==> src/rtl/lsm_sequencer_pkg.sv <==
// Shared encodings for the load/store-multiple sequencer: control-word commands,
// sequencer states, addressing modes keyed on {P,U}, and the transfer word size.
package lsm_sequencer_pkg;

  typedef enum logic [2:0] {
    LSM_NOP   = 3'b000,
    LSM_LOAD  = 3'b001,
    LSM_NEXT  = 3'b010,
    LSM_CLEAR = 3'b011
  } lsm_cmd_e;

  typedef enum logic [1:0] {
    IDLE   = 2'b00,
    ACTIVE = 2'b01,
    DONE   = 2'b10
  } lsm_state_e;

  // Addressing modes, indexed by {P, U} = {IR[24], IR[23]}
  localparam logic [1:0] DA = 2'b00;
  localparam logic [1:0] IA = 2'b01;
  localparam logic [1:0] DB = 2'b10;
  localparam logic [1:0] IB = 2'b11;

  localparam int unsigned WORD_BYTES = 4;

endpackage

==> src/rtl/lsm_prio_enc16.sv <==
// Lowest-set-bit priority encoder with popcount for a 16-entry register list.
// The index reads 0 when the list is empty.
module lsm_prio_enc16 (
  input  logic [15:0] list,
  output logic [3:0]  idx,
  output logic        valid,
  output logic [4:0]  count
);

  always_comb begin
    idx   = 4'd0;
    count = 5'd0;
    // Scan downwards so the last hit is the lowest set bit
    for (int i = 15; i >= 0; i--) begin
      if (list[i]) idx = 4'(i);
    end
    for (int i = 0; i < 16; i++) begin
      count = count + 5'(list[i]);
    end
    valid = |list;
  end

endmodule

==> src/rtl/lsm_sequencer.sv <==
// Load/store-multiple register-list sequencer: walks IR[15:0] lowest register first,
// producing register number, transfer address and base writeback value.
module lsm_sequencer
  import lsm_sequencer_pkg::*;
#(
  parameter int NREG = 16,
  parameter int AW   = 32
) (
  input  logic          CLK,
  input  logic          RST,
  input  logic          LSM_EN,
  input  logic [2:0]    LSM_IN,
  input  logic [AW-1:0] IR,
  input  logic [AW-1:0] BASE,
  output logic          LSM_DETECT,
  output logic          LSM_END,
  output logic [3:0]    REG_NUM,
  output logic [AW-1:0] ADDR,
  output logic [AW-1:0] WB_VAL,
  output logic [4:0]    COUNT,
  output logic          BUSY
);

  lsm_state_e      state_reg;
  logic [NREG-1:0] pending_reg, pending_next;
  logic [AW-1:0]   addr_reg, wb_reg;
  logic [AW-1:0]   start_addr_next, wb_next, ofs, word;
  logic [4:0]      count_reg;
  logic [3:0]      reg_num_reg;
  logic [3:0]      enc_idx;
  logic [4:0]      enc_count;
  logic            enc_valid;
  logic            cmd_load, cmd_next, cmd_clear;
  logic            unused_ir_bits;

  assign cmd_load  = LSM_EN && (LSM_IN == LSM_LOAD);
  assign cmd_next  = LSM_EN && (LSM_IN == LSM_NEXT);
  assign cmd_clear = LSM_EN && (LSM_IN == LSM_CLEAR);
  assign unused_ir_bits = ^{IR[AW-1:25], IR[22:NREG]};

  always_comb begin
    pending_next = pending_reg;
    if (cmd_load)
      pending_next = IR[NREG-1:0];
    else if (cmd_clear)
      pending_next = '0;
    else if (cmd_next && state_reg == ACTIVE)
      pending_next = pending_reg & (pending_reg - NREG'(1));
  end

  // The encoder looks at the next pending list: on LOAD it yields n, otherwise
  // it pre-computes the registered REG_NUM/COUNT for the following cycle.
  lsm_prio_enc16 u_enc (
    .list  (pending_next),
    .idx   (enc_idx),
    .valid (enc_valid),
    .count (enc_count)
  );

  always_comb begin
    word = AW'(WORD_BYTES);
    ofs  = AW'({enc_count, 2'b00});
    case ({IR[24], IR[23]})
      IA:      start_addr_next = BASE;
      IB:      start_addr_next = BASE + word;
      DA:      start_addr_next = BASE - ofs + word;
      DB:      start_addr_next = BASE - ofs;
      default: start_addr_next = BASE;
    endcase
    wb_next = IR[23] ? (BASE + ofs) : (BASE - ofs);
  end

  always_ff @(posedge CLK) begin
    if (RST) begin
      state_reg   <= IDLE;
      pending_reg <= '0;
      addr_reg    <= '0;
      wb_reg      <= '0;
      count_reg   <= '0;
      reg_num_reg <= '0;
    end else begin
      pending_reg <= pending_next;
      count_reg   <= enc_count;
      reg_num_reg <= enc_idx;
      if (cmd_load) begin
        addr_reg  <= start_addr_next;
        wb_reg    <= wb_next;
        state_reg <= enc_valid ? ACTIVE : DONE;
      end else if (cmd_clear) begin
        state_reg <= IDLE;
      end else if (cmd_next && state_reg == ACTIVE) begin
        addr_reg <= addr_reg + word;
        if (!enc_valid) state_reg <= DONE;
      end
    end
  end

  assign LSM_DETECT = |pending_reg;
  assign LSM_END    = (count_reg <= 5'd1);
  assign REG_NUM    = reg_num_reg;
  assign ADDR       = addr_reg;
  assign WB_VAL     = wb_reg;
  assign COUNT      = count_reg;
  assign BUSY       = (state_reg == ACTIVE);

endmodule

==> config.mk <==
export PLATFORM = sky130hd
export DESIGN_NAME = lsm_sequencer
export DESIGN_NICKNAME = d
export VERILOG_FILES = /design/src/rtl/lsm_sequencer_pkg.sv /design/src/rtl/lsm_prio_enc16.sv /design/src/rtl/lsm_sequencer.sv
export SDC_FILE = /design/constraint.sdc
export NUM_CORES = 1
export LEC_CHECK = 0
export BUFFER_PORTS_ARGS = -buffer_cell sky130_fd_sc_hd__buf_2
export CORE_UTILIZATION = 30
export DETAILED_ROUTE_END_ITERATION = 10
export SLEW_MARGIN = 0
export SYNTH_ARGS = -nofsm -noshare
export SYNTH_HDL_FRONTEND = slang
export SYNTH_SLANG_ARGS = --single-unit
==> constraint.sdc <==
create_clock -name CLK -period 14.5 [get_ports CLK]
set_input_delay 1.45 -clock CLK [delete_from_list [all_inputs] [get_ports CLK]]
set_output_delay 1.45 -clock CLK [all_outputs]
set_load 0.05 [all_outputs]
Word-level counts from Yosys, hierarchy flattened

Cells that the tools add are included.

Register bits: 91
Word-level logic and storage cells: 84
Output and inout port bits: 76
Input bits: 70

Bitwise logic cells: 1
$lt $le $gt $ge: 1
Add/sub/neg operators: 21
Mux-type cells: 28
Reduce and logical (&&, ||, !) cells: 15
Equality and inequality tests: 9

Operators by type and width:

| kind                                                            | number |
|---|---|
| two-way mux 32 bit                                              | 4 |
| case mux 32 bit (4 select lines)                                | 1 |
| adder 32 x 3 -> 32 bit (second input constant)                  | 3 |
| adder 5 x 1 -> 5 bit                                            | 14 |
| two-way mux 16 bit                                              | 3 |
| adder 32 x 7 -> 32 bit                                          | 1 |
| two-way mux 4 bit                                               | 8 |
| OR reduction 16 bit                                             | 2 |
| subtractor 32 x 7 -> 32 bit                                     | 1 |
| AND 16 bit                                                      | 1 |
| subtractor 16 x 1 -> 16 bit (second input constant)             | 1 |
| two-way mux 2 bit                                               | 7 |
| two-way mux 3 bit                                               | 4 |
| OR reduction 9 bit                                              | 1 |
| == test 3 x 2 -> 1 bit (second input constant)                  | 2 |
| less-or-equal comparator 5 x 1 -> 1 bit (second input constant) | 1 |
| OR reduction 5 bit                                              | 1 |
| == test 2 x 1 -> 1 bit (second input constant)                  | 2 |
| == test 2 bit (second input constant)                           | 2 |
| logical AND 1 bit                                               | 4 |
| AND reduction 2 bit                                             | 2 |
| == test 3 x 1 -> 1 bit (second input constant)                  | 1 |
| != test 3 x 1 -> 1 bit (second input constant)                  | 1 |
| nonzero test 3 bit                                              | 1 |
| 7 further kinds                                                 | 7 |

Logic depth before layout (Yosys ltp)

Depth in word-level cells: 25
Gate-level depth with buffers: 31
Gate-level depth less buffers: 28

By module

A second synthesis with hierarchy kept.

Cells, all modules: 1137
Area, all modules: 8394.3 µm²

By module, submodules not included:

| module         | cells an instance | area each (µm²) | times used | seq. area each (µm²) |
|---|---|---|---|---|
| lsm_sequencer  | 1057              | 7721.2          | 1          | 1821.7 |
| lsm_prio_enc16 | 80                | 673.1           | 1          | 0.0 |

Worst setup path before layout

Ideal clock, no wire load.

Path type: input port to flip-flop
Start point: input port LSM_IN[2]
End point: register addr_reg[31], in the netlist ADDR[31]
Cell stages on the path: 29
Arrival time: 8822 ps
Required time: 14438 ps
Setup slack: 5616 ps
Buffers on the path: 3
Library setup time: 62 ps
Path through: nand3b_1 > clkbuf_1 > clkbuf_1 > nor3b_1 > a31o_2 > ha_1 > inv_1 > fa_1 > inv_1 > fa_1 > fa_1 > fa_1 > fa_1 > inv_1 > fa_1 > nor2b_1 > o21ai_0 > inv_1 > ha_1 > nand2b_1 > nand3_1 > nor4b_2 > mux2_2 > and3b_1 > buf_4 > nand2_1 > o311a_1 > or4_1 > nand3_1

Word-level cells in the longest chain between the ends: 25
Elaborated cells on any way between the ends: 32
Classes of those cells: add/sub (17); eq/ne (4); mux (5); reduce/logical (6)

RTL lines:

| item                                 | line                                     | RTL |
|---|---|---|
| start, declared                      | lsm_sequencer.sv:12                      | `input logic [2:0] LSM_IN,` |
| == test 3 x 2 -> 1 bit               | lsm_sequencer.sv:37                      | `assign cmd_next = LSM_EN && (LSM_IN == LSM_NEXT);` |
| logical AND 1 bit                    | lsm_sequencer.sv:37                      |  |
| logical AND 1 bit                    | lsm_sequencer.sv:47                      | `else if (cmd_next && state_reg == ACTIVE)` |
| two-way mux 16 bit                   | lsm_sequencer.sv:47                      |  |
| two-way mux 16 bit                   | lsm_sequencer.sv:45                      | `else if (cmd_clear)` |
| two-way mux 16 bit *                 | lsm_sequencer.sv:43                      | `if (cmd_load)` |
| named net pending_next[0]            | lsm_sequencer.sv:25                      | `logic [NREG-1:0] pending_reg, pending_next;` |
| adder 1 x 1 -> 2 bit *               | lsm_prio_enc16.sv:18                     | `count = count + 5'(list[i]);` |
| adder 5 x 1 -> 5 bit * (14 in a row) | lsm_prio_enc16.sv:18                     |  |
| named net enc_count[4]               | lsm_sequencer.sv:31                      | `logic [4:0] enc_count;` |
| subtractor 32 x 7 -> 32 bit *        | lsm_sequencer.sv:66, lsm_sequencer.sv:67 |  |
| adder 32 x 3 -> 32 bit               | lsm_sequencer.sv:66                      | `DA: start_addr_next = BASE - ofs + word;` |
| case mux 32 bit (4 select lines) *   | lsm_sequencer.sv:63                      | `case ({IR[24], IR[23]})` |
| two-way mux 32 bit *                 | lsm_sequencer.sv:85                      | `if (cmd_load) begin` |
| end signal, assigned                 | lsm_sequencer.sv:86                      | `addr_reg <= start_addr_next;` |
| end signal, assigned                 | lsm_sequencer.sv:92                      | `addr_reg <= addr_reg + word;` |
| end, declared                        | lsm_sequencer.sv:26                      | `logic [AW-1:0] addr_reg, wb_reg;` |

The timed path passes the listed nets; every way through them passes the cells marked *.
A chain may end at the register's enable or synchronous reset.

Final worst setup path

Start point: input port LSM_IN[1]
End point: register addr_reg[17], in the netlist ADDR[17]

Word-level cells in the longest chain between the ends: 25
Elaborated cells on any way between the ends: 32
Classes of those cells: add/sub (17); eq/ne (4); mux (5); reduce/logical (6)

RTL lines:

| item                               | line |
|---|---|
| == test 3 x 2 -> 1 bit             | lsm_sequencer.sv:37 |
| logical AND 1 bit                  | lsm_sequencer.sv:37 |
| logical AND 1 bit                  | lsm_sequencer.sv:47 |
| two-way mux 16 bit                 | lsm_sequencer.sv:47 |
| two-way mux 16 bit                 | lsm_sequencer.sv:45 |
| two-way mux 16 bit *               | lsm_sequencer.sv:43 |
| adder 1 x 1 -> 2 bit               | lsm_prio_enc16.sv:18 |
| adder 5 x 1 -> 5 bit (13 in a row) | lsm_prio_enc16.sv:18 |
| adder 5 x 1 -> 5 bit *             | lsm_prio_enc16.sv:18 |
| named net enc_count[4]             | lsm_sequencer.sv:31 |
| subtractor 32 x 7 -> 32 bit *      | lsm_sequencer.sv:66, lsm_sequencer.sv:67 |
| adder 32 x 3 -> 32 bit             | lsm_sequencer.sv:66 |
| case mux 32 bit (4 select lines) * | lsm_sequencer.sv:63 |
| two-way mux 32 bit *               | lsm_sequencer.sv:85 |

Marks and branches as above.

==> impl_results.md <==
* Num CTS Buffers at 9
* Min Tclk post-route at 9.87 ns
* CTS tree: built
* Placed Cells at about 1.5k
* CP Data Arrival Time at between 10 and 15 ns
* # IOs at around 150
* Routed wl met2 at about 14 mm
* Clock buffer depth at 2
* Post-CTS Setup Bufs at 0
* # nets final at about 1.3k
* H-tree depth at 3
* Vias at 8642
* Routed Antenna Nets at 0
* Status: finished with violations
* Reg-to-reg slack, setup at about 5.4 ns
* Data required, critical path at roughly 15 ns
* DR DRC count at 12
* Final period util at 68.0%
* Reg-to-reg endpoint: ADDR[17]
* Main synth FF type: dfxtp_1
* Endpoints failing hold at 0
* Largest net degree at the start of global routing at 87
* Static leakage at 3.68 nW
* CP Class: input pin to flip-flop
* Pre-antenna DRT Iters at 8
* Crit path launch: LSM_IN[1]
* Synth area leader: dfxtp_1
* Wl on met1 at 11.8 mm
* Register area share after synthesis at about 23%
* Footprint of the multi-input gates at 0.00575 sq mm
* Final core occ at 35.1%
* Vias in the first global route at between 8k and 9k
* Fin cells at between 1.5k and 2k
* Setup TNS Final at 0 ns
* Post-Syn Nets at between 1k and 1.5k
* Worst path max stage delay at slightly above 0.6 ns
* Mapped Cells at 1111
* Final setup fails at 0
* Chip width at between 150 and 200 um
* FFs w/ async S/R, synth at 0%
* Area fraction of the dominant cell type after synthesis at between 20% and 30%
* Port bufs at ~130
* Tot GR Track Use at between 10% and 20%
* Synth warn at 0
* Crit end category: flip-flop
* Gr ovfl total at 0
* Routed wire length at around 28 mm
* Worst Path Max Fanout at 14
* WL/cell at between 15 and 20 um
* CP Launch Type: input pin
* Std-Cell Rows at just under 60
* Max Fclk at a little over 100 MHz
* Initial antenna violation count at 1
* Highest routed metal layer: met5
* Most common cell in the synthesized netlist: nand2_1
* RSZ-0062 raised after global routing: false
* Core area at between 0.02 and 0.03 sq mm
* Cell repeated most along the worst path: fa_1
* Hold slack at around 0.45 ns
* Worst Clk Skew at between 0.01 and 0.015 ns
* Max-slew violations at 0
* Post-CTS Hold Buffers at 0
* Power Density at just under 80 mW/mm^2
* Synth top area cells: dfxtp_1 23%, nand2_1 6.3%, xnor2_1 5.5%
* Clk sinks at a little over 90
* Critical path's top delay family: adder cells
* Layout area overhead at 14.4%
* First-pass GRT wire length at between 40 and 50 mm
* Share of cells above drive strength 1 at around 16%
* #FFs+latches synth at just over 90
* Hold WC Path Type: flip-flop to flip-flop
* Avg Inst Size Synth at 7.25 sq um
* Library cells used by synthesis at 80
* # resized after CTS at 0
* DR iter-0 viols at approximately 560
* Register Area at roughly 0.0018 sq mm
* Die Span Y at between 150 and 200 um
* Cell area after placement at 0.00890 sq mm
* Final Cell Area at 0.00921 sq mm
* Mapped cell area at 0.00805 sq mm
* Buf/Inv on CP at 5
* EDFF count, synth at 0
* Metal3 WL at 1.40 mm
* Maxcap violations at 0
* Clk slew on worst S/H paths at roughly 0.070 ns
* DR vias/cell at between 5 and 6
* Failing checks: design-rule violations
* Hold Crit Start: WB_VAL[29]
* Routability congestion estimate at 0.905
* Least-Margin Pin Slew at between 0.9 and 1 ns
* Worst path slowest cell: nor4b_2
* Reg2reg path depth at 26
* CP endpoint: ADDR[17]
* Peak supply drop at 0.0000547 V
* Slew headroom at about a third
* Die area at around 0.028 sq mm
* Crit path depth at 28
* Root Buffer: clkbuf_16
* Clk Latency, worst-skew pair at 0.37 ns
* Initial core utilization at a little under a third
* Crit Reg-Reg Startpoint: pending_reg[3]
* Most frequent cells after synthesis: 135 x nand2_1, 112 x nor2_1, 91 x dfxtp_1
* Post-DP HPWL at between 20 and 25 mm
* Fill cells at 2874
-- cells in the final DEF (no fill, tap or decap), types with 6 or more instances in the layout --
cell and n:
nor2_1 111, nor3b_1 11, o31ai_1 8, a31oi_1 20, buf_4 10, a221oi_1 6, o211ai_1 9, xnor2_1 51
nand3b_1 6, mux2i_1 13, clkbuf_16 9, a21oi_1 71, buf_2 131, or2_2 12, inv_1 49, fa_1 12
and3_1 17, and4_1 7, a21o_1 6, nand2_1 135, a32oi_1 8, nand4_1 24, xor2_1 31, nor3_1 43
a211oi_1 25, or4_1 10, o21ai_0 38, dfxtp_1 91, nand2b_1 12, ha_1 23, and2_1 12, nand3_1 38
nor4_1 16, or3_1 13
-- worst min path at each step --
stage,to,slack (ns),cells after the start
floorplan,state_reg[1],0.46,2
global placement,WB_VAL[28],0.44,2
detailed placement,WB_VAL[29],0.44,2
CTS,WB_VAL[19],0.45,2
global route,WB_VAL[30],0.47,2
finish,WB_VAL[29],0.45,2
-- per-layer routing --
metal | track usage (%) | vias to the layer above
met4 | 6.62 | 2
met2 | 35.1 | 273
li1 | - | 4180
met1 | 24.8 | 4142
met3 | 2.84 | 45
met5 | 0 | -
-- report_power, final --
| group | switching (mW) | internal (mW) |
|---|---|---|
| Sequential | 0.00606 | 0.258 |
| Combinational | 0.143 | 0.0692 |
| Clock | 0.123 | 0.123 |
| Total | 0.272 | 0.451 |
-- tightest hold or removal path, stage by stage, from the launching register on --
cell and delay (ns):
dfxtp_1 0.31, nand2_1 0.05, a21oi_1 0.05
-- stage by stage --
step	power [mW]	setup slack, ns
2_1_floorplan	0.424	5.62
3_3_place_gp	0.479	4.54
3_5_place_dp	0.482	4.35
4_1_cts	0.726	4.67
5_1_grt	0.760	4.20
6_report	0.723	4.63
-- kinds of logic (layout without fill, tap and decap cells) --
group           count (synthesis)  count (layout)  synth area share [%]
compound gates                271             271                  23.2
xor+xnor                       82              82                  8.92
fa+ha+maj                      35              35                  6.56
buf+inv                       127             207                  6.12
flops                          91              91                  22.6
mux                            15              15                  1.90
other cells                     0               1                     0
simple gates                  490             490                  30.6
-- area by class of cell --
cell class	count	area share, %
clock inverter	7	0.856
inverter	50	2.04
multi-input combinational	893	62.4
antenna	1	0.0272
sequential	91	19.8
timing repair buffer	141	7.93
tap	335	4.55
clock buffer	9	2.44
(Power assumes the default switching activity.)
